[src/rtl/quad_encoder_ctrl.sv]
// Quadrature encoder and pushbutton front end.
// Sync, debounce, x1/x2/x4 decode, short/long press FSM.
module quad_encoder_ctrl #(
  parameter int unsigned CNT_W       = 8,
  parameter int unsigned PB_CNT_W    = 12,
  parameter int unsigned DEB_CYCLES  = 16,
  parameter int unsigned LONG_CYCLES = 4096,
  parameter logic [1:0]  IDLE_AB     = 2'b11
) (
  input  logic                clk,
  input  logic                rstn,
  input  logic                a,
  input  logic                b,
  input  logic                pb,
  input  logic [1:0]          mode,
  input  logic                wrap,
  input  logic                clr,
  output logic [CNT_W-1:0]    enc_count,
  output logic                dir,
  output logic                step,
  output logic                pb_press,
  output logic                pb_long,
  output logic [PB_CNT_W-1:0] pb_cnt,
  output logic                err
);

  localparam int unsigned DW = (DEB_CYCLES > 2) ? $clog2(DEB_CYCLES) : 1;
  localparam int unsigned TW = $clog2(LONG_CYCLES + 1);
  localparam logic [DW-1:0] DEB_MAX  = DW'(DEB_CYCLES - 1);
  localparam logic [TW-1:0] LONG_SAT = TW'(LONG_CYCLES);
  localparam logic [TW-1:0] LONG_PRE = TW'(LONG_CYCLES - 2);
  localparam logic [2:0]    RST3     = {IDLE_AB, 1'b0};

  localparam logic [1:0] S_IDLE    = 2'b00;
  localparam logic [1:0] S_PRESSED = 2'b01;
  localparam logic [1:0] S_LONG    = 2'b10;

  // channel order: {a, b, pb}
  logic [2:0]    s1;
  logic [2:0]    s2;
  logic [2:0]    deb;
  logic [DW-1:0] dcnt [3];

  logic [1:0]    ab_prev;
  logic [1:0]    ab_cur;
  logic          pb_deb;
  logic          cw;
  logic          ccw;
  logic          bad;
  logic          qual;
  logic          up;
  logic          dn;

  logic [1:0]    state;
  logic [TW-1:0] timer;
  logic          rel_short;

  assign ab_cur = deb[2:1];
  assign pb_deb = deb[0];

  // Two-stage synchroniser for the raw inputs
  always_ff @(posedge clk) begin
    if (!rstn) begin
      s1 <= RST3;
      s2 <= RST3;
    end else begin
      s1 <= {a, b, pb};
      s2 <= s1;
    end
  end

  // Per-channel debounce: flip only after DEB_CYCLES stable differing samples
  always_ff @(posedge clk) begin
    if (!rstn) begin
      deb <= RST3;
      for (int i = 0; i < 3; i++) dcnt[i] <= '0;
    end else begin
      for (int i = 0; i < 3; i++) begin
        if (s2[i] != deb[i]) begin
          if (dcnt[i] == DEB_MAX) begin
            deb[i]  <= s2[i];
            dcnt[i] <= '0;
          end else begin
            dcnt[i] <= dcnt[i] + 1'b1;
          end
        end else begin
          dcnt[i] <= '0;
        end
      end
    end
  end

  // Classify the debounced A/B transition and apply resolution
  always_comb begin
    cw   = 1'b0;
    ccw  = 1'b0;
    bad  = 1'b0;
    qual = 1'b0;
    case ({ab_prev, ab_cur})
      4'b0010, 4'b1011, 4'b1101, 4'b0100: cw  = 1'b1;
      4'b1000, 4'b1110, 4'b0111, 4'b0001: ccw = 1'b1;
      4'b0011, 4'b1100, 4'b0110, 4'b1001: bad = 1'b1;
      default: ;
    endcase
    case (mode)
      2'b00:   qual = (ab_cur == 2'b00);
      2'b01:   qual = (ab_cur == 2'b00) || (ab_cur == 2'b11);
      default: qual = 1'b1;
    endcase
  end

  assign up = cw & qual;
  assign dn = ccw & qual;

  // Position counter, direction, step pulse and sticky error
  always_ff @(posedge clk) begin
    if (!rstn) begin
      ab_prev   <= IDLE_AB;
      enc_count <= '0;
      dir       <= 1'b0;
      step      <= 1'b0;
      err       <= 1'b0;
    end else begin
      ab_prev <= ab_cur;
      step    <= 1'b0;
      if (up || dn) dir <= up;
      if (clr) begin
        enc_count <= '0;
        err       <= 1'b0;
      end else begin
        if (bad) err <= 1'b1;
        if (up && (wrap || enc_count != '1)) begin
          enc_count <= enc_count + 1'b1;
          step      <= 1'b1;
        end else if (dn && (wrap || enc_count != '0)) begin
          enc_count <= enc_count - 1'b1;
          step      <= 1'b1;
        end
      end
    end
  end

  assign rel_short = (state == S_PRESSED) && !pb_deb;

  // Pushbutton FSM: short press on release, long press once per hold
  always_ff @(posedge clk) begin
    if (!rstn) begin
      state    <= S_IDLE;
      timer    <= '0;
      pb_press <= 1'b0;
      pb_long  <= 1'b0;
      pb_cnt   <= '0;
    end else begin
      pb_press <= 1'b0;
      pb_long  <= 1'b0;
      if (timer != LONG_SAT) timer <= timer + 1'b1;
      case (state)
        S_IDLE: begin
          if (pb_deb) begin
            state <= S_PRESSED;
            timer <= '0;
          end
        end
        S_PRESSED: begin
          if (!pb_deb) begin
            state    <= S_IDLE;
            pb_press <= 1'b1;
          end else if (timer == LONG_PRE) begin
            state   <= S_LONG;
            pb_long <= 1'b1;
          end
        end
        S_LONG: begin
          if (!pb_deb) state <= S_IDLE;
        end
        default: state <= S_IDLE;
      endcase
      if (clr) pb_cnt <= '0;
      else if (rel_short) pb_cnt <= pb_cnt + 1'b1;
    end
  end

endmodule

[config.mk]
export PLATFORM = sky130hd
export DESIGN_NAME = quad_encoder_ctrl
export DESIGN_NICKNAME = d
export VERILOG_FILES = /design/src/rtl/quad_encoder_ctrl.sv
export SDC_FILE = /design/constraint.sdc
export NUM_CORES = 1
export LEC_CHECK = 0
export CAP_MARGIN = 20
export CORE_MARGIN = 2
export CORE_UTILIZATION = 30
export CTS_CLUSTER_DIAMETER = 150
export DETAILED_ROUTE_END_ITERATION = 6
export PLACE_DENSITY_LB_ADDON = 0.05
export SKIP_LAST_GASP = 1
export SLEW_MARGIN = 0
export SYNTH_ARGS = -nofsm -noshare
export SYNTH_HDL_FRONTEND = slang
export SYNTH_SLANG_ARGS = --single-unit
[constraint.sdc]
create_clock -name clk -period 3.7 [get_ports clk]
set_clock_uncertainty 0.05 [all_clocks]
set_input_delay 0.74 -clock clk [delete_from_list [all_inputs] [get_ports clk]]
set_output_delay 0.74 -clock clk [all_outputs]
set_load 0.01 [all_outputs]
After elaboration in Yosys (flattened, before gate mapping)
Memory sizes are Yosys's and may differ from the RTL's.
Index checks and enable logic that the tools add are counted.
{"block": "op_classes", "n_addsub": 7, "eq_ne": 28, "muxes": 61, "bitwise_logic": 12, "n_reduce_logical": 23}
{"op": "1-bit two-way mux", "count": 41}
{"op": "13-bit two-way mux", "count": 3}
{"op": "4-bit == test (second input constant)", "count": 9}
{"op": "4-bit two-way mux", "count": 9}
{"op": "8-bit two-way mux", "count": 2}
{"op": "13-bit by 1-bit adder with 13-bit output (second input constant)", "count": 1}
{"op": "13-bit by 12-bit == test with 1-bit output (second input constant)", "count": 1}
{"op": "13-bit != test (second input constant)", "count": 1}
{"op": "12-bit by 1-bit adder with 12-bit output (second input constant)", "count": 1}
{"op": "4-bit by 1-bit adder with 4-bit output (second input constant)", "count": 3}
{"op": "4-bit by 3-bit == test with 1-bit output (second input constant)", "count": 3}
{"op": "4-bit OR reduction", "count": 3}
{"op": "1-bit OR", "count": 9}
{"op": "8-bit by 1-bit adder with 8-bit output (second input constant)", "count": 1}
{"op": "4-bit by 2-bit == test with 1-bit output (second input constant)", "count": 2}
{"op": "2-bit two-way mux", "count": 4}
{"op": "8-bit != test (second input constant)", "count": 1}
{"op": "2-bit AND reduction", "count": 4}
{"op": "8-bit nonzero test", "count": 1}
{"op": "8-bit by 1-bit subtractor with 8-bit output (second input constant)", "count": 1}
{"op": "2-bit zero test", "count": 3}
{"op": "2-bit case mux with 3 select lines", "count": 1}
{"op": "3-bit AND reduction", "count": 2}
{"op": "2-bit by 1-bit == test with 1-bit output (second input constant)", "count": 2}
{"op": "13 further kinds", "count": 23}
{"block": "word_totals", "register_bits": 51, "mem_bits_rw": 12, "input_bits": 9, "out_inout_bits": 25, "word_cells": 147, "mem_count": 1}
{"memory": "dcnt", "depth": 3, "width": 4, "read_ports": 3, "rd_clocked_by_memory_dff": 0, "write_ports": 3, "line": "42", "rtl": "logic [DW-1:0] dcnt [3];"}

Logic depth before layout (Yosys ltp)
Gate-level depths: netlist of run 1.
{"block": "logic_depth", "ltp_word": 8, "depth_mapped": 12, "mapped_depth_nobuf": 12}

Worst setup path before layout of run 1
OpenSTA, ideal clock, no wires.
{"block": "synth_path", "path_kind": "register to register", "startpoint": "reg deb[1]", "endpoint": "reg enc_count[7]", "setup_ns": 0.122, "t_arrival_ns": 2.857, "required_ns": 3.528, "path_slack_ns": 0.671, "path_stages_with_launch": 13, "n_path_buf": 0, "synth_period_minus_slack_ns": 3.029, "path_cell_list": "dfxtp_1 -> inv_1 -> ha_1 -> mux4_1 -> o31ai_1 -> a41o_4 -> ha_1 -> and2_1 -> a221o_1 -> o211ai_1 -> and4b_1 -> o21ai_1 -> nor3b_2"}
{"block": "synth_between", "elab_chain_cells": 6, "word_cells_on_any_way": 22, "classes_between": "9 x eq/ne; 4 x mux; 2 x bitwise; 7 x reduce/logical"}
{"element": "start: declaration", "line": "41", "rtl": "logic [2:0] deb;"}
{"element": "start signal: indexed assignment", "line": "81", "rtl": "deb[i] <= s2[i];"}
{"element": "4-bit by 2-bit == test with 1-bit output, or another cell as far along", "line": "99", "rtl": "case ({ab_prev, ab_cur})"}
{"element": "4-bit OR reduction or 1-bit logical OR (tied branches)", "line": "99, 107"}
{"element": "1-bit two-way mux or 1-bit case mux with 2 select lines (tied branches)", "line": "99, 105"}
{"element": "1-bit AND (on tied branches)", "line": "112, 113"}
{"element": "1-bit logical AND (on tied branches)", "line": "132, 135"}
{"element": "8-bit two-way mux or 2-bit nonzero test (tied branches)"}
{"element": "end signal: assignment", "line": "133", "rtl": "enc_count <= enc_count + 1'b1;"}
{"element": "end signal: assignment", "line": "136", "rtl": "enc_count <= enc_count - 1'b1;"}
{"element": "end: declaration", "line": "18", "rtl": "output logic [CNT_W-1:0] enc_count,"}
Parallel ways exist; a longest one is shown, timed or not.
A chain may end at the register's enable or synchronous reset.

Worst setup path in the final report of run 1
{"block": "layout_path", "startpoint": "in mode[0]", "endpoint": "reg enc_count[7]"}
{"block": "layout_between", "elab_chain_cells": 5, "word_cells_on_any_way": 9, "classes_between": "1 x eq/ne; 2 x mux; 2 x bitwise; 4 x reduce/logical"}
{"element": "start: declaration", "line": "15", "rtl": "input logic [1:0] mode,"}
{"element": "2-bit by 1-bit == test with 1-bit output or 2-bit zero test (tied branches)", "line": "105", "rtl": "case (mode)"}
{"element": "1-bit case mux with 2 select lines (*)", "line": "105"}
{"element": "1-bit AND (on tied branches)", "line": "112, 113"}
{"element": "1-bit logical AND (on tied branches)", "line": "132, 135"}
{"element": "8-bit two-way mux or 2-bit nonzero test (tied branches)"}
Mark *: on every way between the ends. The rest lies on a longest branch, timed or not.

==> results of run 1 <==
==> worst max-delay path by stage <==
stage          slack, ns            to     from  depth (start not counted)
5_1_grt             0.25  enc_count[7]   deb[1]                         12
3_5_place_dp        0.11  enc_count[7]  mode[0]                         11
4_1_cts             0.48  enc_count[7]   deb[2]                         12
6_report            0.47  enc_count[7]  mode[0]                         11
2_1_floorplan       0.67  enc_count[7]   deb[1]                         12
3_3_place_gp        0.16  enc_count[7]  mode[0]                         11
==> power breakdown <==
| group | leakage [nW] | internal [mW] | switching, mW |
|---|---|---|---|
| logic | 0.794 | 0.0223 | 0.0260 |
| registers | 0.537 | 0.711 | 0.0112 |
| clock network | 0.103 | 0.317 | 0.268 |
| total | 1.43 | 1.05 | 0.305 |
==> flip-flops by register name, indices dropped and copies added, names as in the netlist, 2 cells and up <==
signal     count
timer         13
dcnt          12
pb_cnt        12
enc_count      8
deb            3
s1             3
s2             3
ab_prev        2
state          2
==> per-layer routing <==
metal / global-route usage [%] / part of all wire (%)
met1: 14.3 / 49
met2: 18.0 / 45
met3: 3.52 / 3.3
met4: 5.50 / 2.1
met5: 0 / 0
==> worst max-delay path, cell delays in order <==
cell and delay [ns]:
clkdlybuf4s50_1 0.46, and2b_1 0.18, o31ai_1 0.36, a41o_4 0.17, ha_1 0.28, and2_1 0.20
a221o_1 0.33, o211ai_1 0.21, and4b_1 0.23, o21ai_1 0.06, nor3b_2 0.15
==> area by class of cell <==
cell class	count	area share (%)
clock buffer	14	4.92
clock inverter	2	0.304
inverter	9	0.911
multi-input combinational	231	42.8
sequential	63	37.2
tap	133	4.49
timing repair buffer	35	9.31
==> synthesized netlist by cell type, types with 3 or more instances <==
cell	n	area share, %
nor4_1	3	0.63
nor3_1	3	0.50
a21oi_1	10	1.7
or3_1	4	0.84
nand2b_1	5	1.0
nand2_1	15	1.9
nor2_1	47	5.9
mux4_1	3	2.6
dfxtp_1	51	34
ha_1	17	7.1
nand4_1	7	1.5
xor2_1	25	7.3
clkbuf_1	5	0.63
o21ai_0	4	0.67
and3_1	5	1.0
nand3_1	20	3.4
inv_1	9	1.1
mux2i_1	9	3.0
o31ai_1	3	0.75
and2_1	7	1.5
xnor2_1	9	2.6
nor2b_1	3	0.63
edfxtp_1	12	12
==> through the flow <==
step / cells / hold WS (ns)
after global placement: 471 / 0.344
final: 487 / 0.357
after global routing: 487 / 0.395
after CTS: 487 / 0.364
after floorplan: 309 / 0.336
after detailed placement: 471 / 0.346
==> logic make-up after synthesis <==
logic type,Yosys count,share of synthesized area (%)
AO/OA/AOI/OAI,27,6.50
XOR/XNOR,34,9.98
adder cells (fa/ha/maj),18,7.80
buffers and inverters,15,2.01
flip-flops,63,46.3
multiplexers,13,6.04
other,1,0.126
AND/OR/NAND/NOR,127,21.3
==> cell usage in the layout, fill, tap and decap left out, drive strengths merged, types with 4 or more instances in the layout <==
master	Yosys	layout
nor2	47	47
and3	5	5
nand4	7	7
edfxtp	12	12
xor2	25	25
a21oi	10	10
mux2i	9	9
xnor2	9	9
dfxtp	51	51
nand2	16	16
o21ai	5	5
inv	9	10
nand3	20	20
and2	7	7
conb	1	12
nand2b	5	5
or3	4	4
clkdlybuf4s50	0	33
ha	17	17
clkbuf	5	14
==> impl_metrics.toml, run 1 <==
[timing]
relSlewSlack_pct = 35.6
final.setup.tns_ns = 0
fin_ws_ns = 0.469
tightestPinTransition_ns = 0.961
setup_viol = 0
period_minus_slack_ns = 3.23
min_period_over_period_pct = 87.3
grt_setup_unrepaired = "no"
hold_viol_final = 0
maxSlewViolCount = 0
clock.fmax_mhz = 310

[cts]
cts_setup_buffers = 0
clk_path_buf_depth = 2
h-tree-depth = 3
cts.clk_slew.worst_paths_ns = 0.07
cts_tree = "yes"
cts-resized-gates = 0
clk_latency_ns = 0.34
numCtsBuffers = 9
numClockSinks = 63
postCtsHoldBufs = 0
root_buffer = "clkbuf_8"

[pwr]
vdd_drop_max_mv = 0.196
power_mw = 1.35
leakage_nw = 1.43
p_per_area_nw_per_um2 = 365

[synthesis]
ys_ff_latch = 63
synth-edff-count = 12
netlist_area_sq_um = 2980
synth.avg_cell_area_sq_um = 10.0
yosysWarnings = 0
synth_cell_types = 42
synth_cells = 298
synthFlopType = "dfxtp_1"
synthArstFlopShare_pct = 0
synth.yosys.seq_area_share_pct = 46.3

[drt]
vias = 2196
post_drt_wl_per_cell_um = 11.9
drt-total-wl_mm = 5.79
ant_nets = 0
via_per_inst = 4.51
first_iter_violations = 30
first_pass_iters = 6
drcViolationCount = 0

[floorplan]
fp.dieArea_sq_um = 10800
floorplan.initialDensity_pct = 30.7
die_y_um = 104
row_count = 36
chipWidth_um = 104
io_pins = 34
core_region_area_sq_um = 9730

[outcome]
outcome = "finished, final reports clean"

[finish]
syn2layout_area_growth_pct = 24.3
drive_gt1_share_pct = 6.78
regArea_sq_um = 1380
multi_input_area_sq_um = 1590
nets = 376
antenna_cells = 0
fillerInstances = 1015
post-route-util_pct = 38.1
post-route-cell-area_sq_um = 3710

[placed_design]
post_dp_cell_area_sq_um = 3520
dp_slack_ns = 0.109
dp_hpwl_mm = 4.02
place_congestion = 0.770
io_buffer_count = 33

[critical_path]
worstPathRequired_ns = 3.84
reg2reg_slack_ns = 0.48
critPathKind = "input port to flip-flop"
cp.arrival_ns = 3.37
worst_r2r_endpoint = "enc_count[7]"
worstReg2RegStart = "deb[2]"
worstPathMaxFanout = 5
cp-start-kind = "input port"
r2r_cells = 12
endpoint_kind = "flip-flop"

[global_route]
grt_max_degree = 23
grt_overflow = 0
grt_pass1_wl_mm = 9.87
grt_pass1_vias = 2077
antenna_found_initial = 0
grt_use_total_pct = 11.4

[job]
max_cap_viol_count = 0

[worst_hold_path]
min_path_cells = 1
hp-class = "flip-flop to flip-flop"
min_from = "s1[2]"
holdPathEnd = "s2[2]"
Note: power is estimated with default switching activity, not from simulation.
==> run 2: changes to the inputs <==
--- a/config.mk
+++ b/config.mk
@@ -9,6 +9,7 @@
 export CORE_MARGIN = 2
 export CORE_UTILIZATION = 30
 export CTS_CLUSTER_DIAMETER = 150
+export CTS_CLUSTER_SIZE = 28
 export DETAILED_ROUTE_END_ITERATION = 6
 export PLACE_DENSITY_LB_ADDON = 0.05
 export SKIP_LAST_GASP = 1
==> results of run 2 <==
Final layout, timing and power as in run 1 (identical DEF).
==> run 3: changes to the inputs <==
--- a/config.mk
+++ b/config.mk
@@ -7,7 +7,8 @@
 export LEC_CHECK = 0
 export CAP_MARGIN = 20
 export CORE_MARGIN = 2
-export CORE_UTILIZATION = 30
+export CORE_UTILIZATION = 50
+export CTS_BUF_LIST = sky130_fd_sc_hd__clkbuf_4 sky130_fd_sc_hd__clkbuf_8 sky130_fd_sc_hd__clkbuf_16
 export CTS_CLUSTER_DIAMETER = 150
 export CTS_CLUSTER_SIZE = 28
 export DETAILED_ROUTE_END_ITERATION = 6
==> impl_metrics.toml, run 3 (synthesis gave the netlist of run 1 again) <==
[outcome]
outcome = "finished, final reports clean"

[global_route]
grt_pass1_vias = 1981
antenna_found_initial = 0
grt_max_degree = 23
grt_pass1_wl_mm = 8.73
grt_use_total_pct = 17.4
grt_overflow = 0

[drt]
top_layer = "met4"
first_pass_iters = 5
routed-wl-met2_mm = 2.34
wl_met1_mm = 2.48
via_per_inst = 5.10
ant_nets = 0
post_drt_wl_per_cell_um = 12.0
vias = 2184
drcViolationCount = 0
drt-total-wl_mm = 5.13
met3_length_um = 227
first_iter_violations = 72

[cts]
cts_tree = "yes"
cts.clk_slew.worst_paths_ns = 0.07
cts-resized-gates = 0
numCtsBuffers = 9
h-tree-depth = 3
numClockSinks = 63
postCtsHoldBufs = 0
cts_setup_buffers = 0
root_buffer = "clkbuf_8"
clk_path_buf_depth = 2
clk_latency_ns = 0.34

[pwr]
combPwrFrac_pct = 3.7
p_clk_share_pct = 41.5
p_sw_mw = 0.290
p_sw_share_pct = 22.0
leakage_nw = 1.43
internal_power_mw = 1.03
seqPwrFrac_pct = 54.8
p_per_area_nw_per_um2 = 364
power_mw = 1.32
vdd_drop_max_mv = 0.244

[floorplan]
io_pins = 34
floorplan.initialDensity_pct = 51.0
core_region_area_sq_um = 5850
die_y_um = 81.3
chipWidth_um = 81.3
fp.dieArea_sq_um = 6600
row_count = 28

[timing]
clock.fmax_mhz = 302
maxSlewViolCount = 0
relSlewSlack_pct = 39.0
hold_viol_final = 0
period_minus_slack_ns = 3.31
tightestPinTransition_ns = 0.915
setup_viol = 0
final.setup.tns_ns = 0
min_period_over_period_pct = 89.5
grt_setup_unrepaired = "no"

[critical_path]
reg2reg_slack_ns = 0.39
crit_top_cell = "ha_1"
worstPathMaxFanout = 11
critPathKind = "flip-flop to flip-flop"
worstReg2RegStart = "deb[1]"
endpoint_kind = "flip-flop"
cp.arrival_ns = 3.45
path_cells = "inv_1 -> ha_1 -> mux4_1 -> o31ai_1 -> a41o_4 -> ha_1 -> and2_1 -> a221o_1 -> o211ai_1 -> and4b_1 -> o21ai_1 -> nor3b_2"
cp_slowest_cell = "mux4_1"
worst_r2r_endpoint = "enc_count[7]"
r2r_cells = 12
worstPathRequired_ns = 3.83
cpPeakStageDelay_ns = 0.50
cp-start-kind = "flip-flop"

[finish]
fillerInstances = 494
nets = 375
multi_input_area_sq_um = 1590
final_common_cell = "dfxtp_1"
largest_registers = "timer (13), dcnt (12), pb_cnt (12)"
final_cell_mix = "51 x dfxtp_1, 47 x nor2_1, 33 x clkdlybuf4s50_1, 25 x xor2_1, 20 x nand3_1"
syn2layout_area_growth_pct = 21.3
regArea_sq_um = 1380
regMostFlops = "timer"
drive_gt1_share_pct = 6.80
antenna_cells = 0
largest_reg_flops = 13

[worst_hold_path]
min_from = "s1[2]"
holdPathEnd = "s2[2]"
hp-class = "flip-flop to flip-flop"
min_path_cells = 1

[job]
max_cap_viol_count = 0

[placed_design]
place_congestion = 0.737
dp_hpwl_mm = 3.56
io_buffer_count = 33
[run 3: changes by cell type in the layout (fill, tap and decap cells not counted), sizes merged]
cell | previous run | this run
buf | 2 | 1
clkbuf | 14 | 13
clkinv | 1 | 3
inv | 10 | 9
[run 3: how the worst max path moves through the flow]
stage	depth (start not counted)	startpoint	slack (ns)	endpoint
floorplan	12	deb[1]	0.67	enc_count[7]
global placement	11	mode[0]	0.09	enc_count[7]
detailed placement	11	mode[0]	0.03	enc_count[7]
CTS	12	deb[1]	0.38	enc_count[7]
global route	12	deb[1]	0.13	enc_count[7]
finish	12	deb[1]	0.39	enc_count[7]
[run 3: final cells by class]
| class | instances | area share, % |
|---|---|---|
| clock buffer | 13 | 4.60 |
| clock inverter | 3 | 0.518 |
| inverter | 9 | 0.933 |
| multi-input combinational | 231 | 43.9 |
| sequential | 63 | 38.1 |
| tap | 75 | 2.59 |
| timing repair buffer | 34 | 9.33 |
[run 3: critical path, delay by kind of cell, from the launching register on]
kind	cells	cell delay [ns]
flops	1	0.42
compound gates	5	0.96
mux	1	0.50
buf+inv	1	0.11
fa+ha+maj	2	0.54
simple gates	3	0.58
[run 3: through the flow]
step	hold WS, ns	area [sq um]	setup WS, ns	util (%)	std cells
final	0.367	3620	0.387	61.9	428
after global routing	0.399	3620	0.128	61.9	428
after CTS	0.364	3620	0.379	61.9	428
after detailed placement	0.342	3440	0.0273	58.7	412
after global placement	0.344	3440	0.0893	58.7	412
after floorplan	0.336	3030	0.671	-	309
[run 3: power groups by stage]
stage	Sequential (mW)	Clock [mW]	Combinational, mW
final	0.722	0.547	0.0481
after floorplan	0.734	0	0.0317
after detailed placement	0.737	0	0.0482
after global routing	0.723	0.597	0.0552
after CTS	0.721	0.567	0.0486
after global placement	0.737	0	0.0475
[run 3: layer usage]
layer / vias to the layer above / track usage, %
met4: 0 / 7.46
met3: 7 / 5.67
li1: 1124 / -
met2: 45 / 27.9
met5: - / 0
met1: 1008 / 21.6
